[src/rtl/vga_pkg.sv]
// Shared VGA pipeline types and default sprite constants.
package vga_pkg;

    typedef struct packed {
        logic [10:0] vcount;
        logic [10:0] hcount;
        logic        vsync;
        logic        hsync;
        logic        vblnk;
        logic        hblnk;
    } vga_tim_t;

    localparam int          SPRITE_W_DEF   = 64;
    localparam int          SPRITE_H_DEF   = 64;
    localparam logic [11:0] TRANSP_RGB_DEF = 12'h0F0;

endpackage

[src/rtl/vga_if.sv]
// VGA pixel stream bundle: timing plus colour.
interface vga_if;
    logic [10:0] vcount;
    logic [10:0] hcount;
    logic        vsync;
    logic        hsync;
    logic        vblnk;
    logic        hblnk;
    logic [11:0] rgb;

    modport in  (input  vcount, hcount, vsync, hsync, vblnk, hblnk, rgb);
    modport out (output vcount, hcount, vsync, hsync, vblnk, hblnk, rgb);
endinterface

[src/rtl/vga_delay.sv]
// N-stage delay line for VGA timing and colour, synchronous reset.
module vga_delay
    import vga_pkg::*;
#(
    parameter int N = 2
) (
    input  logic        clk,
    input  logic        rst,
    input  vga_tim_t    tim_in,
    input  logic [11:0] rgb_in,
    output vga_tim_t    tim_out,
    output logic [11:0] rgb_out
);

    vga_tim_t    tim_q [N];
    logic [11:0] rgb_q [N];

    // Shift timing and colour one stage per clock.
    always_ff @(posedge clk) begin
        if (rst) begin
            for (int i = 0; i < N; i++) begin
                tim_q[i] <= '0;
                rgb_q[i] <= '0;
            end
        end else begin
            tim_q[0] <= tim_in;
            rgb_q[0] <= rgb_in;
            for (int i = 1; i < N; i++) begin
                tim_q[i] <= tim_q[i-1];
                rgb_q[i] <= rgb_q[i-1];
            end
        end
    end

    assign tim_out = tim_q[N-1];
    assign rgb_out = rgb_q[N-1];

endmodule

[src/rtl/draw_sprite.sv]
// Sprite overlay stage: hit test + ROM fetch, 3-clock delay-matched output.
module draw_sprite
    import vga_pkg::*;
#(
    parameter int          SPRITE_W   = SPRITE_W_DEF,
    parameter int          SPRITE_H   = SPRITE_H_DEF,
    parameter logic [11:0] TRANSP_RGB = TRANSP_RGB_DEF,
    localparam int         ADDR_W     = $clog2(SPRITE_W * SPRITE_H)
) (
    input  logic              clk,
    input  logic              rst,
    input  logic [10:0]       xpos,
    input  logic [10:0]       ypos,
    vga_if.in                 in,
    vga_if.out                out,
    output logic [ADDR_W-1:0] rom_addr,
    input  logic [11:0]       rom_data
);

    logic [10:0]       x_lat, y_lat;
    logic [11:0]       hc, vc, x_end, y_end, dx, dy;
    logic              hit;
    logic [ADDR_W-1:0] addr_next;
    logic [2:1]        hit_pipe;
    vga_tim_t          tim_in, tim_s2;
    logic [11:0]       rgb_s2;

    // Hit test and address in 12 bits so a sprite near 2047 clips instead of wrapping.
    always_comb begin
        tim_in    = '{vcount: in.vcount, hcount: in.hcount, vsync: in.vsync,
                      hsync: in.hsync, vblnk: in.vblnk, hblnk: in.hblnk};
        hc        = {1'b0, in.hcount};
        vc        = {1'b0, in.vcount};
        x_end     = {1'b0, x_lat} + 12'(SPRITE_W);
        y_end     = {1'b0, y_lat} + 12'(SPRITE_H);
        dx        = hc - {1'b0, x_lat};
        dy        = vc - {1'b0, y_lat};
        hit       = !in.hblnk && !in.vblnk &&
                    hc >= {1'b0, x_lat} && hc < x_end &&
                    vc >= {1'b0, y_lat} && vc < y_end;
        addr_next = ADDR_W'(32'(dy) * SPRITE_W + 32'(dx));
    end

    // Stage 1: position latch at frame origin, ROM address, hit flag pipeline.
    always_ff @(posedge clk) begin
        if (rst) begin
            x_lat    <= '0;
            y_lat    <= '0;
            rom_addr <= '0;
            hit_pipe <= '0;
        end else begin
            if (in.hcount == 11'd0 && in.vcount == 11'd0) begin
                x_lat <= xpos;
                y_lat <= ypos;
            end
            if (hit)
                rom_addr <= addr_next;
            hit_pipe <= {hit_pipe[1], hit};
        end
    end

    // Stages 1..2 for timing and background colour; S2 lines up with rom_data.
    vga_delay #(.N(2)) u_delay (
        .clk     (clk),
        .rst     (rst),
        .tim_in  (tim_in),
        .rgb_in  (in.rgb),
        .tim_out (tim_s2),
        .rgb_out (rgb_s2)
    );

    // Stage 3: register output; blanking beats sprite, transparent key shows background.
    always_ff @(posedge clk) begin
        if (rst) begin
            out.vcount <= '0;
            out.hcount <= '0;
            out.vsync  <= 1'b0;
            out.hsync  <= 1'b0;
            out.vblnk  <= 1'b0;
            out.hblnk  <= 1'b0;
            out.rgb    <= '0;
        end else begin
            out.vcount <= tim_s2.vcount;
            out.hcount <= tim_s2.hcount;
            out.vsync  <= tim_s2.vsync;
            out.hsync  <= tim_s2.hsync;
            out.vblnk  <= tim_s2.vblnk;
            out.hblnk  <= tim_s2.hblnk;
            if (tim_s2.hblnk || tim_s2.vblnk)
                out.rgb <= 12'h000;
            else if (hit_pipe[2] && rom_data != TRANSP_RGB)
                out.rgb <= rom_data;
            else
                out.rgb <= rgb_s2;
        end
    end

endmodule

[src/flat_wrapper.sv]
// flat-port wrapper written by rule: the top's interface ports become plain ports
module draw_sprite_flat import vga_pkg::*;
#(
    parameter int          SPRITE_W   = SPRITE_W_DEF,
    parameter int          SPRITE_H   = SPRITE_H_DEF,
    parameter logic [11:0] TRANSP_RGB = TRANSP_RGB_DEF,
    localparam int         ADDR_W     = $clog2(SPRITE_W * SPRITE_H)
)
  (clk, rst, xpos, ypos, rom_addr, rom_data, in_vcount, in_hcount, in_vsync, in_hsync, in_vblnk, in_hblnk, in_rgb, out_vcount, out_hcount, out_vsync, out_hsync, out_vblnk, out_hblnk, out_rgb);
  vga_if in_i ();
  vga_if out_i ();
  input  logic clk;
  input  logic rst;
  input  logic [10:0] xpos;
  input  logic [10:0] ypos;
  output logic [ADDR_W-1:0] rom_addr;
  input  logic [11:0] rom_data;
  input wire logic [$bits(in_i.vcount)-1:0] in_vcount;
  input wire logic [$bits(in_i.hcount)-1:0] in_hcount;
  input wire logic [$bits(in_i.vsync)-1:0] in_vsync;
  input wire logic [$bits(in_i.hsync)-1:0] in_hsync;
  input wire logic [$bits(in_i.vblnk)-1:0] in_vblnk;
  input wire logic [$bits(in_i.hblnk)-1:0] in_hblnk;
  input wire logic [$bits(in_i.rgb)-1:0] in_rgb;
  output wire logic [$bits(out_i.vcount)-1:0] out_vcount;
  output wire logic [$bits(out_i.hcount)-1:0] out_hcount;
  output wire logic [$bits(out_i.vsync)-1:0] out_vsync;
  output wire logic [$bits(out_i.hsync)-1:0] out_hsync;
  output wire logic [$bits(out_i.vblnk)-1:0] out_vblnk;
  output wire logic [$bits(out_i.hblnk)-1:0] out_hblnk;
  output wire logic [$bits(out_i.rgb)-1:0] out_rgb;
  assign in_i.vcount = in_vcount;
  assign in_i.hcount = in_hcount;
  assign in_i.vsync = in_vsync;
  assign in_i.hsync = in_hsync;
  assign in_i.vblnk = in_vblnk;
  assign in_i.hblnk = in_hblnk;
  assign in_i.rgb = in_rgb;
  assign out_vcount = out_i.vcount;
  assign out_hcount = out_i.hcount;
  assign out_vsync = out_i.vsync;
  assign out_hsync = out_i.hsync;
  assign out_vblnk = out_i.vblnk;
  assign out_hblnk = out_i.hblnk;
  assign out_rgb = out_i.rgb;
  draw_sprite #(.SPRITE_W(SPRITE_W), .SPRITE_H(SPRITE_H), .TRANSP_RGB(TRANSP_RGB)) u_core (.clk(clk), .rst(rst), .xpos(xpos), .ypos(ypos), .in(in_i), .out(out_i), .rom_addr(rom_addr), .rom_data(rom_data));
endmodule
[config.mk]
export PLATFORM = sky130hd
export DESIGN_NAME = draw_sprite_flat
export DESIGN_NICKNAME = d
export VERILOG_FILES = /design/src/rtl/vga_pkg.sv /design/src/rtl/vga_if.sv /design/src/rtl/vga_delay.sv /design/src/rtl/draw_sprite.sv /design/src/flat_wrapper.sv
export SDC_FILE = /design/constraint.sdc
export NUM_CORES = 1
export LEC_CHECK = 0
export ABC_AREA = 1
export CAP_MARGIN = 15
export CORE_ASPECT_RATIO = 0.9
export CORE_MARGIN = 2
export CORE_UTILIZATION = 55
export DETAILED_ROUTE_END_ITERATION = 10
export GPL_TIMING_DRIVEN = 0
export PLACE_DENSITY_LB_ADDON = 0.3
export SETUP_SLACK_MARGIN = 0.02
export SYNTH_ARGS = -nofsm -noshare
export SYNTH_HDL_FRONTEND = slang
export SYNTH_SLANG_ARGS = --single-unit
[constraint.sdc]
create_clock -name clk -period 7.35 [get_ports clk]
set_input_delay 1.47 -clock clk [delete_from_list [all_inputs] [get_ports clk]]
set_output_delay 1.47 -clock clk [all_outputs]
set_load 0.01 [all_outputs]
==> impl_metrics.toml, run 1 <==
[critical_path]
start_kind = "primary input"
critPathLaunch = "in_vcount[0]"
rr_endpoint = "u_core.rom_addr[11]$_SDFFE_PP0P_"
reg2reg_depth = 19
crit_fanout = 3
cp.arrival_ps = 4840
critPathKind = "primary input to flip-flop"
crit_end = "u_core.rom_addr[11]$_SDFFE_PP0P_"
critPathCaptureType = "flip-flop"
worst-endpoint-required_ps = 7650
r2r_start = "u_core.y_lat[0]$_SDFFE_PP0P_"
regToRegSetupSlack_ps = 4180

[grt]
grt_max_degree = 17
grt_overflow_total = 0
grt_use_total_pct = 23.36
grt_pass1_wl_mm = 23.66
grt_antenna_before_repair = 0
grt_pass1_vias = 5188

[synth]
synth.distinct_cells = 33
synth.net_count = 988
synth_edf_count = 0
synth_flop_cell = "dfxtp_1"
synth_top_cell_area_share_pct = 45.59
synth-seq-cells = 150
syn_area_per_cell_um2 = 7.676
yosys.area.top_type = "dfxtp_1"
synth_seq_area_share_pct = 45.59
synth_async_sr_flop_share_pct = 0
synth_area_um2 = 6586
ys_warn_count = 0
syn_inst = 858
synthTopCellsByArea = "dfxtp_1, inv_1, nor2_1"

[die]
io-pin-count = 124
core_area_um2 = 11570
start_util_pct = 56.91
die_h_um = 107.8
fp.dieW_um = 119.4
die_area_um2 = 12870
rows = 37

[cells_and_area]
antenna_cells = 0
final_cell_mix = "inv_1, nor2_1, dfxtp_1, clkdlybuf4s50_1, nand2_1"
final_common_cell = "inv_1"
areaGrowthSynthToFinish_pct = 30.74
drive_gt1_share_pct = 5.237
layout.nets = 1129
fin_area_um2 = 8611

[sta]
max_freq_mhz = 220.5
skew_ps = 14.84
hold_viol = 0
fin_crit_ps = 4536
period_share_pct = 61.72
setup-violations-final = 0
setup_tns_ps = 0
tightest_slew_ps = 509.9
final_max_slew_viol_count = 0
rsz0062_at_grt = "false"
max_slew_margin_pct = 66.01
layout_setup_ws_ps = 2814

[place]
postPlaceCellArea_um2 = 8003
port_buffers = 122
place_hpwl_mm = 10.97
place_ws_ps = 2461
place_congestion = 0.9267

[clock_tree]
cts_buffers = 17
cts_resized = 0
clkTransAtPathRegs_ps = 60
clock_sink_count = 150
post_cts_buffers = 0
clock_insertion_delay_worst_skew_ps = 420
cts_buffer_depth = 2
cts_htree_levels = 4
cts_root_buffer = "clkbuf_16"
cts_tree = "done"
hold_buffers = 0

[power_and_ir_drop]
p_leak_nw = 3.861
power_mw = 1.957
power_density_nw_per_um2 = 227.3
peakVddDrop_mv = 0.1387

[routing]
drt_iter0_markers = 258
ant_nets = 0
vias_per_cell = 4.740
vias = 5536
wire_per_inst_um = 12.24
drtPass1Iterations = 5
drc = 0
routed_wl_mm = 14.29

[min_path]
hold_path_class = "flip-flop to flip-flop"
hold_depth = 2

[status]
outcome = "finished clean"

[flow_run]
drv_cap = 0
-- layout make-up --
class                      instances  area (um2)
buffer                            25       107.6
multi-input combinational        490        2751
clock buffer                      17       425.4
fill                             868        2963
sequential                       150        3003
tap                              156       195.2
timing repair buffer             122        1221
clock inverter                    15       182.7
inverter                         193       724.4
-- through the flow --
stage,cells,hold slack (ps),util (%)
finish,1168,396.8,74.40
detailed placement,1136,392.0,69.15
global placement,1136,388.9,69.15
CTS,1168,399.2,74.40
global route,1168,411.9,74.40
floorplan,858,388.3,-
-- report_power, final --
| part | internal (mW) | leakage [nW] | switching [mW] | total (mW) |
|---|---|---|---|---|
| clock | 0.514 | 0.293 | 0.365 | 0.879 |
| sequential | 0.839 | 1.23 | 0.00651 | 0.845 |
| combinational | 0.105 | 2.34 | 0.128 | 0.233 |
| total | 1.46 | 3.86 | 0.499 | 1.96 |
-- layer usage --
layer  up-vias  global-route usage [%]  wire (um)
met1      2444                   29.01       6327
met4         0                   8.739        307
met2       204                   40.11       6747
met5         -                       0          0
li1       2860                       -          -
met3        28                   5.032        910
-- flip-flops by register name, indices dropped and copies added, names as in the netlist --
| name | count |
|---|---|
| u_core.out.vcount | 11 |
| u_core.out.rgb | 12 |
| u_core.out.hblnk | 1 |
| u_core.u_delay.rgb_q | 24 |
| u_core.hit_pipe | 2 |
| u_core.out.vsync | 1 |
| u_core.out.hcount | 11 |
| u_core.y_lat | 11 |
| u_core.out.hsync | 1 |
| u_core.x_lat | 11 |
| u_core.rom_addr | 12 |
| u_core.u_delay.tim_q | 52 |
| u_core.out.vblnk | 1 |
-- cell usage after synthesis (6+ instances only) --
master	instances
fa_1	12
a21oi_1	49
inv_1	185
nand3_1	34
o21ai_1	21
nor2_1	162
buf_1	7
o21ai_0	18
ha_1	44
dfxtp_1	150
inv_2	8
xor2_1	14
nand2_1	101
clkbuf_1	14
nor3_1	6
-- how the worst min path moves through the flow --
stage | slack [ps] | start | endpoint
after global routing | 410 | u_core.u_delay.tim_q[0][31]$_SDFF_PP0_ | u_core.out.hcount[1]$_SDFF_PP0_
final | 400 | u_core.u_delay.tim_q[0][33]$_SDFF_PP0_ | u_core.out.hcount[3]$_SDFF_PP0_
after floorplan | 390 | u_core.hit_pipe[1]$_SDFF_PP0_ | u_core.hit_pipe[2]$_SDFF_PP0_
after CTS | 400 | u_core.hit_pipe[1]$_SDFF_PP0_ | u_core.hit_pipe[2]$_SDFF_PP0_
after global placement | 390 | u_core.u_delay.tim_q[0][24]$_SDFF_PP0_ | u_core.u_delay.tim_q[0][50]$_SDFF_PP0_
after detailed placement | 390 | u_core.u_delay.tim_q[0][48]$_SDFF_PP0_ | u_core.out.vcount[7]$_SDFF_PP0_
-- logic make-up after synthesis --
group,count (synthesis),synth area share [%]
and+or+nand+nor,323,20.16
buffers and inverters,218,12.63
DFF,150,45.59
AOI/OAI and AO/OA,94,7.352
adders and majority gates,56,12.01
xor gates and xnor gates,17,2.261
-- critical path, cell delays in order --
cell and delay (ps):
clkdlybuf4s50_1 510, inv_1 90, ha_1 230, fa_1 410, inv_1 80, nand2_1 60
nand2_1 90, nand2_1 70, xor2_1 160, fa_1 500, inv_1 50, ha_1 330
nand2_1 80, nor2_1 120, nand3_1 90, nand3_1 120, nand3_1 80, nand2_1 100
nand3_1 80, nand2_1 90, nor2_1 40
Note: power is estimated with default switching activity, not from simulation.
==> run 2, diff against run 1 <==
--- a/config.mk
+++ b/config.mk
@@ -9,7 +9,7 @@
 export CAP_MARGIN = 15
 export CORE_ASPECT_RATIO = 0.9
 export CORE_MARGIN = 2
-export CORE_UTILIZATION = 55
+export CORE_UTILIZATION = 47
 export DETAILED_ROUTE_END_ITERATION = 10
 export GPL_TIMING_DRIVEN = 0
 export PLACE_DENSITY_LB_ADDON = 0.3
==> constraint.sdc (replaced) <==
create_clock -name clk -period 3.9 [get_ports clk]
set_input_delay 0.78 -clock clk [delete_from_list [all_inputs] [get_ports clk]]
set_output_delay 0.78 -clock clk [all_outputs]
set_load 0.01 [all_outputs]
==> impl_metrics.toml, run 2 (synthesis results as in run 1) <==
[cells_and_area]
antenna_cells = 0
final_common_cell = "inv_1"
reg_top3 = "u_core.u_delay.tim_q: 52 flops, u_core.u_delay.rgb_q: 24 flops"
regMostFlops = "u_core.u_delay.tim_q"
largest_reg_flops = 52
nFillCells = 1235
seq_area_um2 = 3003
drive_gt1_share_pct = 5.050
final_cell_mix = "inv_1, nor2_1, dfxtp_1, clkdlybuf4s50_1, nand2_1"
layout.nets = 1129
multi_input_comb_area_um2 = 2766
areaGrowthSynthToFinish_pct = 30.68

[routing]
drtPass1Iterations = 4
drc = 0
drt_iter0_markers = 250
wire_per_inst_um = 11.87
ant_nets = 0
routed_wl_mm = 14.03
vias_per_cell = 4.580
vias = 5413

[grt]
grt_use_total_pct = 19.70
grt_max_degree = 17
use_met3_pct = 4.764
grt_pass1_wl_mm = 23.05
grtUsageMet2_pct = 32.31
grt_antenna_before_repair = 0
grt_overflow_total = 0
gr-usage-met1_pct = 25.58
grt.busiest_layer = "met2"
grt_pass1_vias = 5057

[die]
io-pin-count = 124
die_h_um = 116.3
core_area_um2 = 13850
start_util_pct = 47.55
rows = 41
fp.dieW_um = 128.8
die_area_um2 = 14980

[critical_path]
critPathSlowestCell = "clkdlybuf4s50_1"
critPathCaptureType = "flip-flop"
crit_chain = "clkdlybuf4s50_1, inv_1, ha_1, fa_2, inv_1, nand2_1, nand2_1, nand2_1, xor2_1, fa_1, inv_1, ha_4, nand2_1, nor2_1, nand3_1, nand3_1, nand3_1, nand2_1, nand3_1, nand2_1, nor2_1"
critPathKind = "primary input to flip-flop"
cpPeakStageDelay_ps = 510
cp_common_cell = "nand2_1"
crit_fanout = 3
critical_path.top_delay_family = "adder cells"
start_kind = "primary input"
cp.arrival_ps = 4000
worst-endpoint-required_ps = 4210
crit_buf_inv = 4

[sta]
setup-violations-final = 0
max_slew_margin_pct = 65.07
max_freq_mhz = 270.8
period_share_pct = 94.69
tightest_slew_ps = 523.9
fin_crit_ps = 3693
rsz0062_at_grt = "false"
skew_ps = 5.624
hold_viol = 0
final_max_slew_viol_count = 0
setup_tns_ps = 0

[place]
place_hpwl_mm = 10.94
port_buffers = 122
place_congestion = 0.9029

[clock_tree]
cts_buffers = 17
clock_insertion_delay_worst_skew_ps = 410
cts_root_buffer = "clkbuf_16"
cts_buffer_depth = 2
cts_tree = "done"
clock_sink_count = 150
clkTransAtPathRegs_ps = 60
cts_htree_levels = 4
post_cts_buffers = 0

[power_and_ir_drop]
power_density_nw_per_um2 = 418.3
p_leak_nw = 3.841
power_mw = 3.600
peakVddDrop_mv = 0.3357

[min_path]
hold_path_class = "flip-flop to flip-flop"

[flow_run]
drv_cap = 0

[status]
outcome = "finished clean"
==> run 2: cell types whose count changed in the layout (fill, tap and decap cells not counted) <==
cell      before  now
clkbuf_1      14   16
clkinv_8       1    0
ha_1          44   43
inv_8          3    1
inv_6          4    2
clkinv_2       1    2
fa_1          12   11
ha_4           0    1
clkbuf_8       0    1
clkinv_4       2    1
fa_2           0    1
==> run 2: path summary, 6_finish.rpt <==
| check | slack, ps | end | start | cells past startpoint |
|---|---|---|---|---|
| setup / recovery | 210 | u_core.rom_addr[11]$_SDFFE_PP0P_ | in_vcount[0] | 21 |
| hold / removal | 390 | u_core.out.vcount[8]$_SDFF_PP0_ | u_core.u_delay.tim_q[0][49]$_SDFF_PP0_ | 2 |
| setup reg to reg | 870 | u_core.rom_addr[11]$_SDFFE_PP0P_ | u_core.y_lat[0]$_SDFFE_PP0P_ | 19 |
| hold reg to reg | 390 | u_core.out.vcount[8]$_SDFF_PP0_ | u_core.u_delay.tim_q[0][49]$_SDFF_PP0_ | 2 |
==> run 2: worst min-delay path: stages, from the launching register on <==
cell,delay (ps)
dfxtp_1,290
inv_1,40
nor2_1,30
==> run 2: timing repair <==
item                       in CTS  in global routing
hold buffers                    0                  0
resized for setup               0                  2
setup endpoints to repair       0                  1
==> run 2: layout make-up <==
type / count / share of cell area, %
Multi-Input combinational cell: 490 / 32.14
Sequential cell: 150 / 34.89
Tap cell: 172 / 2.500
Timing Repair Buffer: 122 / 14.19
Buffer: 25 / 1.250
Clock inverter: 10 / 1.425
Inverter: 193 / 8.417
Clock buffer: 20 / 5.190
==> run 2: metrics by stage <==
step / utilization, % / hold WS (ps) / std cells / setup slack, ps / area (um2)
finish: 62.14 / 393.9 / 1182 / 207.3 / 8607
global route: 62.14 / 410.6 / 1182 / 34.96 / 8607
CTS: 62.03 / 397.8 / 1182 / 123.9 / 8592
detailed placement: 57.92 / 392.9 / 1152 / -306.9 / 8023
global placement: 57.92 / 389.0 / 1152 / -287.6 / 8023
floorplan: - / 388.3 / 858 / 591.3 / 6586
==> run 2: power by group <==
part | internal (mW) | switching (mW) | total [mW]
combinational | 0.199 | 0.234 | 0.434
clock | 0.957 | 0.616 | 1.57
sequential | 1.58 | 0.0122 | 1.59
==> run 2: metal layers <==
| layer | part of all wire, % | vias up |
|---|---|---|
| met5 | 0 | - |
| met4 | 1.4 | 0 |
| met3 | 5.3 | 21 |
| met2 | 45 | 146 |
| met1 | 48 | 2384 |
| li1 | - | 2862 |
==> run 3, diff against run 2 <==
--- a/config.mk
+++ b/config.mk
@@ -13,6 +13,7 @@
 export DETAILED_ROUTE_END_ITERATION = 10
 export GPL_TIMING_DRIVEN = 0
 export PLACE_DENSITY_LB_ADDON = 0.3
+export RECOVER_POWER = 25
 export SETUP_SLACK_MARGIN = 0.02
 export SYNTH_ARGS = -nofsm -noshare
 export SYNTH_HDL_FRONTEND = slang
==> impl_metrics.toml, run 3 (synthesis results as in run 1) <==
[status]
outcome = "finished clean"

[cells_and_area]
post-route-util_pct = 62.14
layout.nets = 1129
final_common_cell = "inv_1"
seq_area_um2 = 3003
final_cell_mix = "inv_1, nor2_1, dfxtp_1, clkdlybuf4s50_1, nand2_1"
drive_gt1_share_pct = 5.050
final_cells = 1182
antenna_cells = 0
regMostFlops = "u_core.u_delay.tim_q"
multi_input_comb_area_um2 = 2766
reg_top3 = "u_core.u_delay.tim_q: 52 flops, u_core.u_delay.rgb_q: 24 flops"
largest_reg_flops = 52
areaGrowthSynthToFinish_pct = 30.68
nFillCells = 1235

[critical_path]
reg2reg_depth = 19
worst-endpoint-required_ps = 4210
critPathKind = "primary input to flip-flop"
crit_fanout = 3
rr_endpoint = "u_core.rom_addr[11]$_SDFFE_PP0P_"
regToRegSetupSlack_ps = 870
crit_buf_inv = 4
cpPeakStageDelay_ps = 510
cp_common_cell = "nand2_1"
cp.arrival_ps = 4000
crit_chain = "clkdlybuf4s50_1, inv_1, ha_1, fa_2, inv_1, nand2_1, nand2_1, nand2_1, xor2_1, fa_1, inv_1, ha_4, nand2_1, nor2_1, nand3_1, nand3_1, nand3_1, nand2_1, nand3_1, nand2_1, nor2_1"
critPathSlowestCell = "clkdlybuf4s50_1"
start_kind = "primary input"
r2r_start = "u_core.y_lat[0]$_SDFFE_PP0P_"
critical_path.top_delay_family = "adder cells"
critPathCaptureType = "flip-flop"

[die]
fp.dieW_um = 128.8
io-pin-count = 124
core_area_um2 = 13850
start_util_pct = 47.55
rows = 41
die_h_um = 116.3
die_area_um2 = 14980

[sta]
hold_viol = 0
max_freq_mhz = 271.1
fin_crit_ps = 3688
max_slew_margin_pct = 65.57
setup-violations-final = 0
final_max_slew_viol_count = 0
tightest_slew_ps = 516.4
skew_ps = 6.064
rsz0062_at_grt = "false"
period_share_pct = 94.57

[routing]
vias = 5405
routed_wl_mm = 14.04
drtPass1Iterations = 5
ant_nets = 0
vias_per_cell = 4.573
wire_per_inst_um = 11.87
drc = 0
drt_iter0_markers = 253

[clock_tree]
cts_buffers = 17
clock_sink_count = 150
cts_htree_levels = 4
cts_root_buffer = "clkbuf_16"
hold_buffers = 0
post_cts_buffers = 0
cts_tree = "done"
clkTransAtPathRegs_ps = 60
cts_buffer_depth = 2
cts_resized = 0
clock_insertion_delay_worst_skew_ps = 410

[grt]
grt_pass1_wl_mm = 23.05
gr-usage-met1_pct = 25.58
grt_pass1_vias = 5057
grt_overflow_total = 0
grt_use_total_pct = 19.70
grt_antenna_before_repair = 0
grtUsageMet2_pct = 32.31
use_met3_pct = 4.764
grt_max_degree = 17
grt.busiest_layer = "met2"

[place]
placed_cells = 1152
place_hpwl_mm = 10.94
place_congestion = 0.9029
port_buffers = 122

[power_and_ir_drop]
peakVddDrop_mv = 0.3355
power_density_nw_per_um2 = 418.2
p_leak_nw = 3.841

[flow_run]
drv_cap = 0

[min_path]
min_to = "u_core.out.vcount[8]$_SDFF_PP0_"
hold_depth = 2
min-delay-start = "u_core.u_delay.tim_q[0][49]$_SDFF_PP0_"
hold_path_class = "flip-flop to flip-flop"
## run 3: changes by cell type in the layout (fill, tap and decap cells not counted), sizes merged
cell / before / now
buf: 11 / 10
clkbuf: 34 / 35
## run 3: area by class of cell
type	count	share of cell area, %
timing repair buffer	122	14.19
sequential	150	34.89
buffer	25	1.250
clock inverter	10	1.425
clock buffer	20	5.190
multi-input combinational	490	32.14
tap	172	2.500
inverter	193	8.417
## run 3: per-layer routing
layer | part of all wire [%] | vias up
li1 | - | 2862
met2 | 46 | 150
met4 | 1.2 | 0
met3 | 5.1 | 18
met1 | 48 | 2375
met5 | 0 | -
## run 3: worst register-to-register path, cell delays in order, from the launching register on
cell and delay, ps:
dfxtp_1 320, ha_1 210, fa_2 360, inv_1 60, nand2_1 40, nand2_1 70
nand2_1 60, xor2_1 160, fa_1 490, inv_1 70, ha_4 270, nand2_1 60
nor2_1 130, nand3_1 100, nand3_1 120, nand3_1 80, nand2_1 90, nand3_1 80
nand2_1 110, nor2_1 50
## run 3: how the worst max path moves through the flow
stage	cells past startpoint	from	endpoint
floorplan	21	in_vcount[0]	u_core.rom_addr[11]$_SDFFE_PP0P_
global placement	22	in_vcount[0]	u_core.rom_addr[11]$_SDFFE_PP0P_
detailed placement	22	in_vcount[0]	u_core.rom_addr[11]$_SDFFE_PP0P_
CTS	22	in_vcount[0]	u_core.rom_addr[11]$_SDFFE_PP0P_
global route	22	in_vcount[0]	u_core.rom_addr[11]$_SDFFE_PP0P_
finish	21	in_vcount[0]	u_core.rom_addr[11]$_SDFFE_PP0P_
## run 3: metrics by stage
| stage | worst slack [ps] | area, um2 | hold WS (ps) | power (mW) | TNS (ps) |
|---|---|---|---|---|---|
| 3_3_place_gp | -287.6 | 8023 | 389.0 | 2.047 | -290.4 |
| 6_report | 211.8 | 8607 | 394.2 | 3.599 | 0 |
| 3_5_place_dp | -306.9 | 8023 | 392.9 | 2.054 | -330.8 |
| 4_1_cts | 123.9 | 8592 | 397.8 | 3.624 | 0 |
| 5_1_grt | 34.96 | 8607 | 410.6 | 3.751 | 0 |
| 2_1_floorplan | 591.3 | 6586 | 388.3 | 1.878 | 0 |
## run 3: where the power goes
group | switching (mW) | leakage, nW | internal [mW]
sequential | 0.0123 | 1.23 | 1.58
combinational | 0.234 | 2.34 | 0.199
clock | 0.615 | 0.275 | 0.957
